**src/rtl/fp_register_write_stage_pkg.sv**
```systemverilog
// Shared types and widths for the FP register-write stage.
// Lane bundle, flag and active-list pointer types live here.
package fp_register_write_stage_pkg;

  localparam int FP_ISSUE_WIDTH = 2;
  localparam int FP_DATA_WIDTH  = 32;
  localparam int PREG_WIDTH     = 6;
  localparam int AL_PTR_WIDTH   = 7;
  localparam int FFLAGS_WIDTH   = 5;

  typedef logic [FFLAGS_WIDTH-1:0] fflags_t;
  typedef logic [AL_PTR_WIDTH-1:0] al_ptr_t;

  typedef struct packed {
    logic                     valid;
    logic [PREG_WIDTH-1:0]    preg;
    logic [FP_DATA_WIDTH-1:0] data;
    al_ptr_t                  al_ptr;
    fflags_t                  fflags;
  } fp_rw_reg_t;

  // Age of an entry relative to the head; wrap falls out of the modulus.
  function automatic al_ptr_t al_dist(al_ptr_t p, al_ptr_t head);
    return p - head;
  endfunction

endpackage

```
**src/rtl/age_comparator.sv**
```systemverilog
// Flags an active-list entry as killed when a flush covers it.
// Younger-or-equal than flush_ptr, measured from al_head.
module age_comparator
  import fp_register_write_stage_pkg::*;
(
  input  al_ptr_t p,
  input  al_ptr_t flush_ptr,
  input  al_ptr_t al_head,
  input  logic    flush,
  output logic    killed
);

  al_ptr_t p_dist;
  al_ptr_t f_dist;

  assign p_dist = al_dist(p, al_head);
  assign f_dist = al_dist(flush_ptr, al_head);
  assign killed = flush & (p_dist >= f_dist);

endmodule

```
**src/rtl/fp_register_write_stage.sv**
```systemverilog
// FP register-write stage: latches FP results, writes the FP PRF,
// reports completion and accumulates sticky fflags.
module fp_register_write_stage
  import fp_register_write_stage_pkg::*;
(
  input  logic                                   clk,
  input  logic                                   rst,
  input  logic [FP_ISSUE_WIDTH-1:0]              in_valid,
  input  logic [FP_ISSUE_WIDTH*PREG_WIDTH-1:0]    in_preg,
  input  logic [FP_ISSUE_WIDTH*FP_DATA_WIDTH-1:0] in_data,
  input  logic [FP_ISSUE_WIDTH*AL_PTR_WIDTH-1:0]  in_al_ptr,
  input  logic [FP_ISSUE_WIDTH*FFLAGS_WIDTH-1:0]  in_fflags,
  input  logic                                   stall,
  input  logic                                   flush,
  input  logic [AL_PTR_WIDTH-1:0]                flush_ptr,
  input  logic [AL_PTR_WIDTH-1:0]                al_head,
  input  logic                                   csr_fflags_clear,
  output logic [FP_ISSUE_WIDTH-1:0]              rf_we,
  output logic [FP_ISSUE_WIDTH*PREG_WIDTH-1:0]    rf_waddr,
  output logic [FP_ISSUE_WIDTH*FP_DATA_WIDTH-1:0] rf_wdata,
  output logic [FP_ISSUE_WIDTH-1:0]              cmp_valid,
  output logic [FP_ISSUE_WIDTH*AL_PTR_WIDTH-1:0]  cmp_al_ptr,
  output logic [FFLAGS_WIDTH-1:0]                fflags_sticky
);

  localparam int N  = FP_ISSUE_WIDTH;
  localparam int PW = PREG_WIDTH;
  localparam int DW = FP_DATA_WIDTH;
  localparam int AW = AL_PTR_WIDTH;
  localparam int FW = FFLAGS_WIDTH;

  fp_rw_reg_t    stage_q [N];
  fp_rw_reg_t    stage_d [N];
  logic [N-1:0]  in_kill;
  logic [N-1:0]  st_kill;
  logic [N-1:0]  fire;
  fflags_t       fflags_q;
  fflags_t       fflags_d;
  fflags_t       cmp_flags;

  for (genvar i = 0; i < N; i++) begin : g_lane
    age_comparator u_in_kill (
      .p         (in_al_ptr[i*AW +: AW]),
      .flush_ptr (flush_ptr),
      .al_head   (al_head),
      .flush     (flush),
      .killed    (in_kill[i])
    );

    age_comparator u_st_kill (
      .p         (stage_q[i].al_ptr),
      .flush_ptr (flush_ptr),
      .al_head   (al_head),
      .flush     (flush),
      .killed    (st_kill[i])
    );

    assign fire[i] = stage_q[i].valid & ~stall & ~st_kill[i];

    assign rf_we[i]                 = fire[i];
    assign cmp_valid[i]             = fire[i];
    assign rf_waddr[i*PW +: PW]     = stage_q[i].preg;
    assign rf_wdata[i*DW +: DW]     = stage_q[i].data;
    assign cmp_al_ptr[i*AW +: AW]   = stage_q[i].al_ptr;
  end

  always_comb begin
    cmp_flags = '0;
    for (int i = 0; i < N; i++) begin
      stage_d[i] = stage_q[i];
      if (stall) begin
        stage_d[i].valid = stage_q[i].valid & ~st_kill[i];
      end else begin
        stage_d[i].valid  = in_valid[i] & ~in_kill[i];
        stage_d[i].preg   = in_preg[i*PW +: PW];
        stage_d[i].data   = in_data[i*DW +: DW];
        stage_d[i].al_ptr = in_al_ptr[i*AW +: AW];
        stage_d[i].fflags = in_fflags[i*FW +: FW];
      end
      if (fire[i]) cmp_flags = cmp_flags | stage_q[i].fflags;
    end
    // Completions in the clear cycle are ORed after the clear.
    fflags_d = (csr_fflags_clear ? '0 : fflags_q) | cmp_flags;
  end

  always_ff @(posedge clk or negedge rst) begin
    if (!rst) begin
      for (int i = 0; i < N; i++) stage_q[i] <= '0;
      fflags_q <= '0;
    end else begin
      for (int i = 0; i < N; i++) stage_q[i] <= stage_d[i];
      fflags_q <= fflags_d;
    end
  end

  assign fflags_sticky = fflags_q;

  for (genvar i = 0; i < N; i++) begin : g_chk_i
    for (genvar j = i + 1; j < N; j++) begin : g_chk_j
      a_distinct_preg: assert property (
        @(posedge clk) disable iff (!rst)
        !(in_valid[i] && in_valid[j] &&
          in_preg[i*PW +: PW] == in_preg[j*PW +: PW]))
        else $error("duplicate in_preg on lanes %0d/%0d", i, j);
    end
  end

endmodule

```
**config.mk**
```make
export PLATFORM = sky130hd
export DESIGN_NAME = fp_register_write_stage
export DESIGN_NICKNAME = d
export VERILOG_FILES = /design/src/rtl/fp_register_write_stage_pkg.sv /design/src/rtl/age_comparator.sv /design/src/rtl/fp_register_write_stage.sv
export SDC_FILE = /design/constraint.sdc
export NUM_CORES = 1
export LEC_CHECK = 0
export ABC_AREA = 1
export CAP_MARGIN = 20
export CELL_PAD_IN_SITES_DETAIL_PLACEMENT = 1
export CELL_PAD_IN_SITES_GLOBAL_PLACEMENT = 2
export CORE_AREA = 5 5 177 179
export DETAILED_ROUTE_END_ITERATION = 10
export DIE_AREA = 0 0 182 184
export PLACE_DENSITY_LB_ADDON = 0.1
export SYNTH_ARGS = -nofsm -noshare
export SYNTH_HDL_FRONTEND = slang
export SYNTH_HIERARCHICAL = 1
export SYNTH_SLANG_ARGS = --single-unit
```
**constraint.sdc**
```tcl
create_clock -name clk -period 4 [get_ports clk]
set_input_delay 0.8 -clock clk [delete_from_list [all_inputs] [get_ports clk]]
set_output_delay 0.8 -clock clk [all_outputs]
set_load 0.03 [all_outputs]
```
==> impl_metrics.sql <==
INSERT INTO impl_metrics (metric_group, metric, value, unit) VALUES
('yosys', 'synth_xor_area_share', '3.837', '%'),
('cts', 'clk_transition_reported_paths', '0.08', 'ns'),
('grt', 'first_pass_grt_wire_length', '38830', 'um'),
('placed_design', 'place.detailed.instances', '1612', ''),
('worst_setup_path', 'worst_ep_required_time', '3.20', 'ns'),
('worst_setup_path', 'cp_slowest_cell', 'sky130_fd_sc_hd__ha_1', ''),
('sta', 'fmax', '0.2600', 'GHz'),
('pwr', 'power.share.switching', '37.57', '%'),
('worst_setup_path', 'path_max_fanout', '3', ''),
('grt', 'maximum_number_of_pins_on_one_net_before_global_route_repair', '86', ''),
('layout', 'final_common_cell', 'sky130_fd_sc_hd__nand2_1', ''),
('detailed_routing', 'detail_route.iter0.violations', '193', ''),
('sta', 'worst_clock_skew', '0.01110', 'ns'),
('yosys', 'synth_compound_area_share', '2.648', '%'),
('cts', 'ctsLongestPathBuffers', '2', ''),
('layout', 'number_of_nets_in_the_finished_design', '1447', ''),
('sta', 'report.final.slew_viol_count', '0', ''),
('cts', 'clock_insertion_delay_worst_skew', '0.35', 'ns'),
('worst_setup_path', 'crit_path_end_kind', 'output pin', ''),
('yosys', 'share_of_synthesized_cell_area_in_full_adder_half_adder_and_majority_cells', '14.08', '%'),
('cts', 'numCtsBuffers', '9', ''),
('floorplanning', 'initial_core_util', '26.84', '%'),
('pwr', 'seq_power_share', '33.6', '%'),
('grt', 'first_global_vias', '7104', ''),
('yosys', 'yosys-mux-area-fraction', '0', '%'),
('run_status', 'outcome', 'complete, no violations', ''),
('grt', 'global_route.usage.met1', '19.81', '%'),
('sta', 'totalNegativeSetupSlack', '0', 'ns'),
('placed_design', 'placement.io_buffers', '219', ''),
('hold_path', 'min-delay-path-class', 'in2async', ''),
('detailed_routing', 'drt_pre_antenna_iters', '4', ''),
('yosys', 'dominant_combinational_cell_family_by_area_after_synthesis', 'simple AND/OR/NAND/NOR gates', ''),
('yosys', 'mean_instance_size_in_the_synthesized_netlist', '7.375', 'um^2'),
('sta', 'final.min_clock_period', '3.845', 'ns'),
('floorplanning', 'num_rows', '63', ''),
('yosys', 'synthCells', '1070', ''),
('layout', 'areaGrowthSynthToFinish', '38.62', '%'),
('pwr', 'power_report.internal_total', '2.337', 'mW'),
('yosys', 'synth_sequential_area_ratio', '33.93', '%'),
('pwr', 'max_rail_drop_vdd', '0.1847', 'mV'),
('worst_setup_path', 'critPathKind', 'in2out', ''),
('floorplanning', 'design.die.area', '33490', 'um^2'),
('floorplanning', 'boundaryPins', '220', ''),
('detailed_routing', 'routed_wl', '24710', 'um'),
('grt', 'antenna_found_initial', '0', ''),
('placed_design', 'gp_routability_congestion', '0.7483', ''),
('cts', 'htree_levels', '3', ''),
('grt', 'globalRoute.totalOverflow', '0', ''),
('floorplanning', 'die_x', '182', 'um'),
('detailed_routing', 'remaining_drc_errors', '0', ''),
('detailed_routing', 'final_routed_wire_length_divided_by_cell_count', '15.09', 'um'),
('grt', 'met2_usage', '23.94', '%'),
('sta', 'finalSetupViolCount', '0', ''),
('detailed_routing', 'final_antenna_net_count', '0', ''),
('yosys', 'synth-simple-area-share', '29.24', '%'),
('worst_setup_path', 'ff2ff_path_depth', '19', ''),
('worst_setup_path', 'cp_cell_sequence', 'clkdlybuf4s15_2 > buf_4 > ha_4 > buf_4 > nand2_1 > inv_1 > nand3_2 > nand3b_1 > nand2_1 > ha_1 > nand2_4 > inv_1 > nand2_1 > nand3_1 > nor2_1 > nor2_1 > inv_1 > nand2_2 > nor2_4 > buf_6', ''),
('worst_setup_path', 'cp_slowest_stage_delay', '0.31', 'ns'),
('yosys', 'synthesis.nets', '1275', ''),
('pwr', 'pwr_density_cell', '342.3', 'nW/um^2'),
('yosys', 'netlist-cell-type-count', '25', ''),
('sta', 'worst-slew-pin-transition', '0.9036', 'ns'),
('worst_setup_path', 'crit_path_start_kind', 'primary input', ''),
('placed_design', 'place.detailed.hpwl', '19680', 'um'),
('grt', 'grt_usage', '14.53', '%'),
('pwr', 'clock_power_share', '23.9', '%'),
('layout', 'drive_above_1_share', '14.27', '%'),
('yosys', 'post_synth_instance_area', '7891', 'um^2'),
('pwr', 'net-switching-power', '1.407', 'mW'),
('cts', 'cts.sinks', '107', ''),
('sta', 'period_utilization', '96.14', '%');
==> layer usage <==
metal / wire length [um] / up-vias / share of wire (%)
met5: 0 / - / 0
met1: 11820 / 3142 / 48
li1: - / 3527 / -
met3: 1134 / 13 / 4.6
met4: 204 / 0 / 0.83
met2: 11550 / 129 / 47
==> worst max-delay path: cells and delay by family <==
| family | cells | cell delay, ns |
|---|---|---|
| buffers and inverters | 7 | 0.82 |
| adder cells (fa/ha/maj) | 2 | 0.57 |
| AND/OR/NAND/NOR | 11 | 0.85 |
==> synthesized netlist by cell type <==
cell,count,share of area [%]
sky130_fd_sc_hd__xnor2_1,17,1.9
sky130_fd_sc_hd__o21ai_1,1,0.063
sky130_fd_sc_hd__ha_1,76,12
sky130_fd_sc_hd__o21ai_0,3,0.19
sky130_fd_sc_hd__xor2_1,12,1.3
sky130_fd_sc_hd__nand3b_1,5,0.48
sky130_fd_sc_hd__nand2_2,6,0.48
sky130_fd_sc_hd__dfrtp_1,107,34
sky130_fd_sc_hd__nor2_1,43,2.0
sky130_fd_sc_hd__or2_1,5,0.40
sky130_fd_sc_hd__inv_2,1,0.048
sky130_fd_sc_hd__nor2_2,7,0.55
sky130_fd_sc_hd__a21oi_1,24,1.5
sky130_fd_sc_hd__nand3_2,3,0.38
sky130_fd_sc_hd__inv_1,128,6.1
sky130_fd_sc_hd__xor2_2,3,0.62
sky130_fd_sc_hd__o21bai_4,3,0.71
sky130_fd_sc_hd__nand4_1,21,1.7
sky130_fd_sc_hd__buf_2,18,1.1
sky130_fd_sc_hd__o22ai_1,2,0.16
sky130_fd_sc_hd__clkbuf_1,5,0.24
sky130_fd_sc_hd__buf_4,92,8.8
sky130_fd_sc_hd__fa_1,8,2.0
sky130_fd_sc_hd__nand3_1,26,1.6
sky130_fd_sc_hd__nand2_1,454,22
==> registers in the layout, indices dropped and copies added (netlist names) <==
register / cells
rf_wdata: 64
cmp_al_ptr: 14
rf_waddr: 12
stage_q: 12
fflags_sticky: 5
==> worst paths after layout <==
| check | start | endpoint | slack [ns] |
|---|---|---|---|
| worst max-delay path | flush_ptr[3] | cmp_valid[1] | 0.15 |
| worst min register to register | rf_wdata[24] | rf_wdata[24] | 0.48 |
| min in group clk | rf_wdata[24] | rf_wdata[24] | 0.48 |
| max in group asynchronous | rst | stage_q[50] | 2.86 |
| worst min-delay path | rst | cmp_al_ptr[2] | 0.45 |
| worst max register to register | cmp_al_ptr[7] | stage_q[50] | 1.13 |
==> power groups by stage <==
stage	clock network, mW	logic (mW)	registers (mW)
detailed placement	0	1.49	1.28
floorplan	0	0.965	1.28
global placement	0	1.48	1.27
finish	0.895	1.59	1.26
global route	0.988	1.79	1.27
CTS	0.946	1.59	1.26
==> kinds of logic after synthesis <==
group	Yosys count
simple gates	570
compound gates	33
buf+inv	244
fa+ha+maj	84
flops	107
xor+xnor	32
==> layout make-up <==
type / instances / area (um^2)
clock buffer: 9 / 225.2
clock inverter: 7 / 72.57
fill: 3520 / 18460
inverter: 129 / 499.2
multi-input combinational: 719 / 4342
sequential: 107 / 2678
tap: 390 / 488.0
timing repair buffer: 276 / 2635
==> through the flow <==
| step | hold WS [ns] | util (%) | instance area [um^2] | setup WS (ns) | power, mW |
|---|---|---|---|---|---|
| final | 0.4484 | 37.21 | 10940 | 0.1545 | 3.744 |
| after global routing | 0.4803 | 37.21 | 10940 | -0.03457 | 4.049 |
| after CTS | 0.4553 | 36.75 | 10810 | 0.0002485 | 3.792 |
| after detailed placement | 0.4651 | 34.52 | 10150 | -0.5887 | 2.765 |
| after global placement | 0.4618 | 34.52 | 10150 | -0.5734 | 2.752 |
| after floorplan | 0.4489 | - | 7896 | 0.04427 | 2.244 |
==> timing repair <==
action | 4_1_cts | 5_1_grt
pin swaps | 23 | 20
endpoints found under the hold margin | 0 | 0
endpoints found under the setup margin | 4 | 4
resized for setup | 91 | 39
hold buffers | 0 | 0
cloned | 0 | 0
setup buffers | 7 | 3
Note: power is estimated with default switching activity, not from simulation.
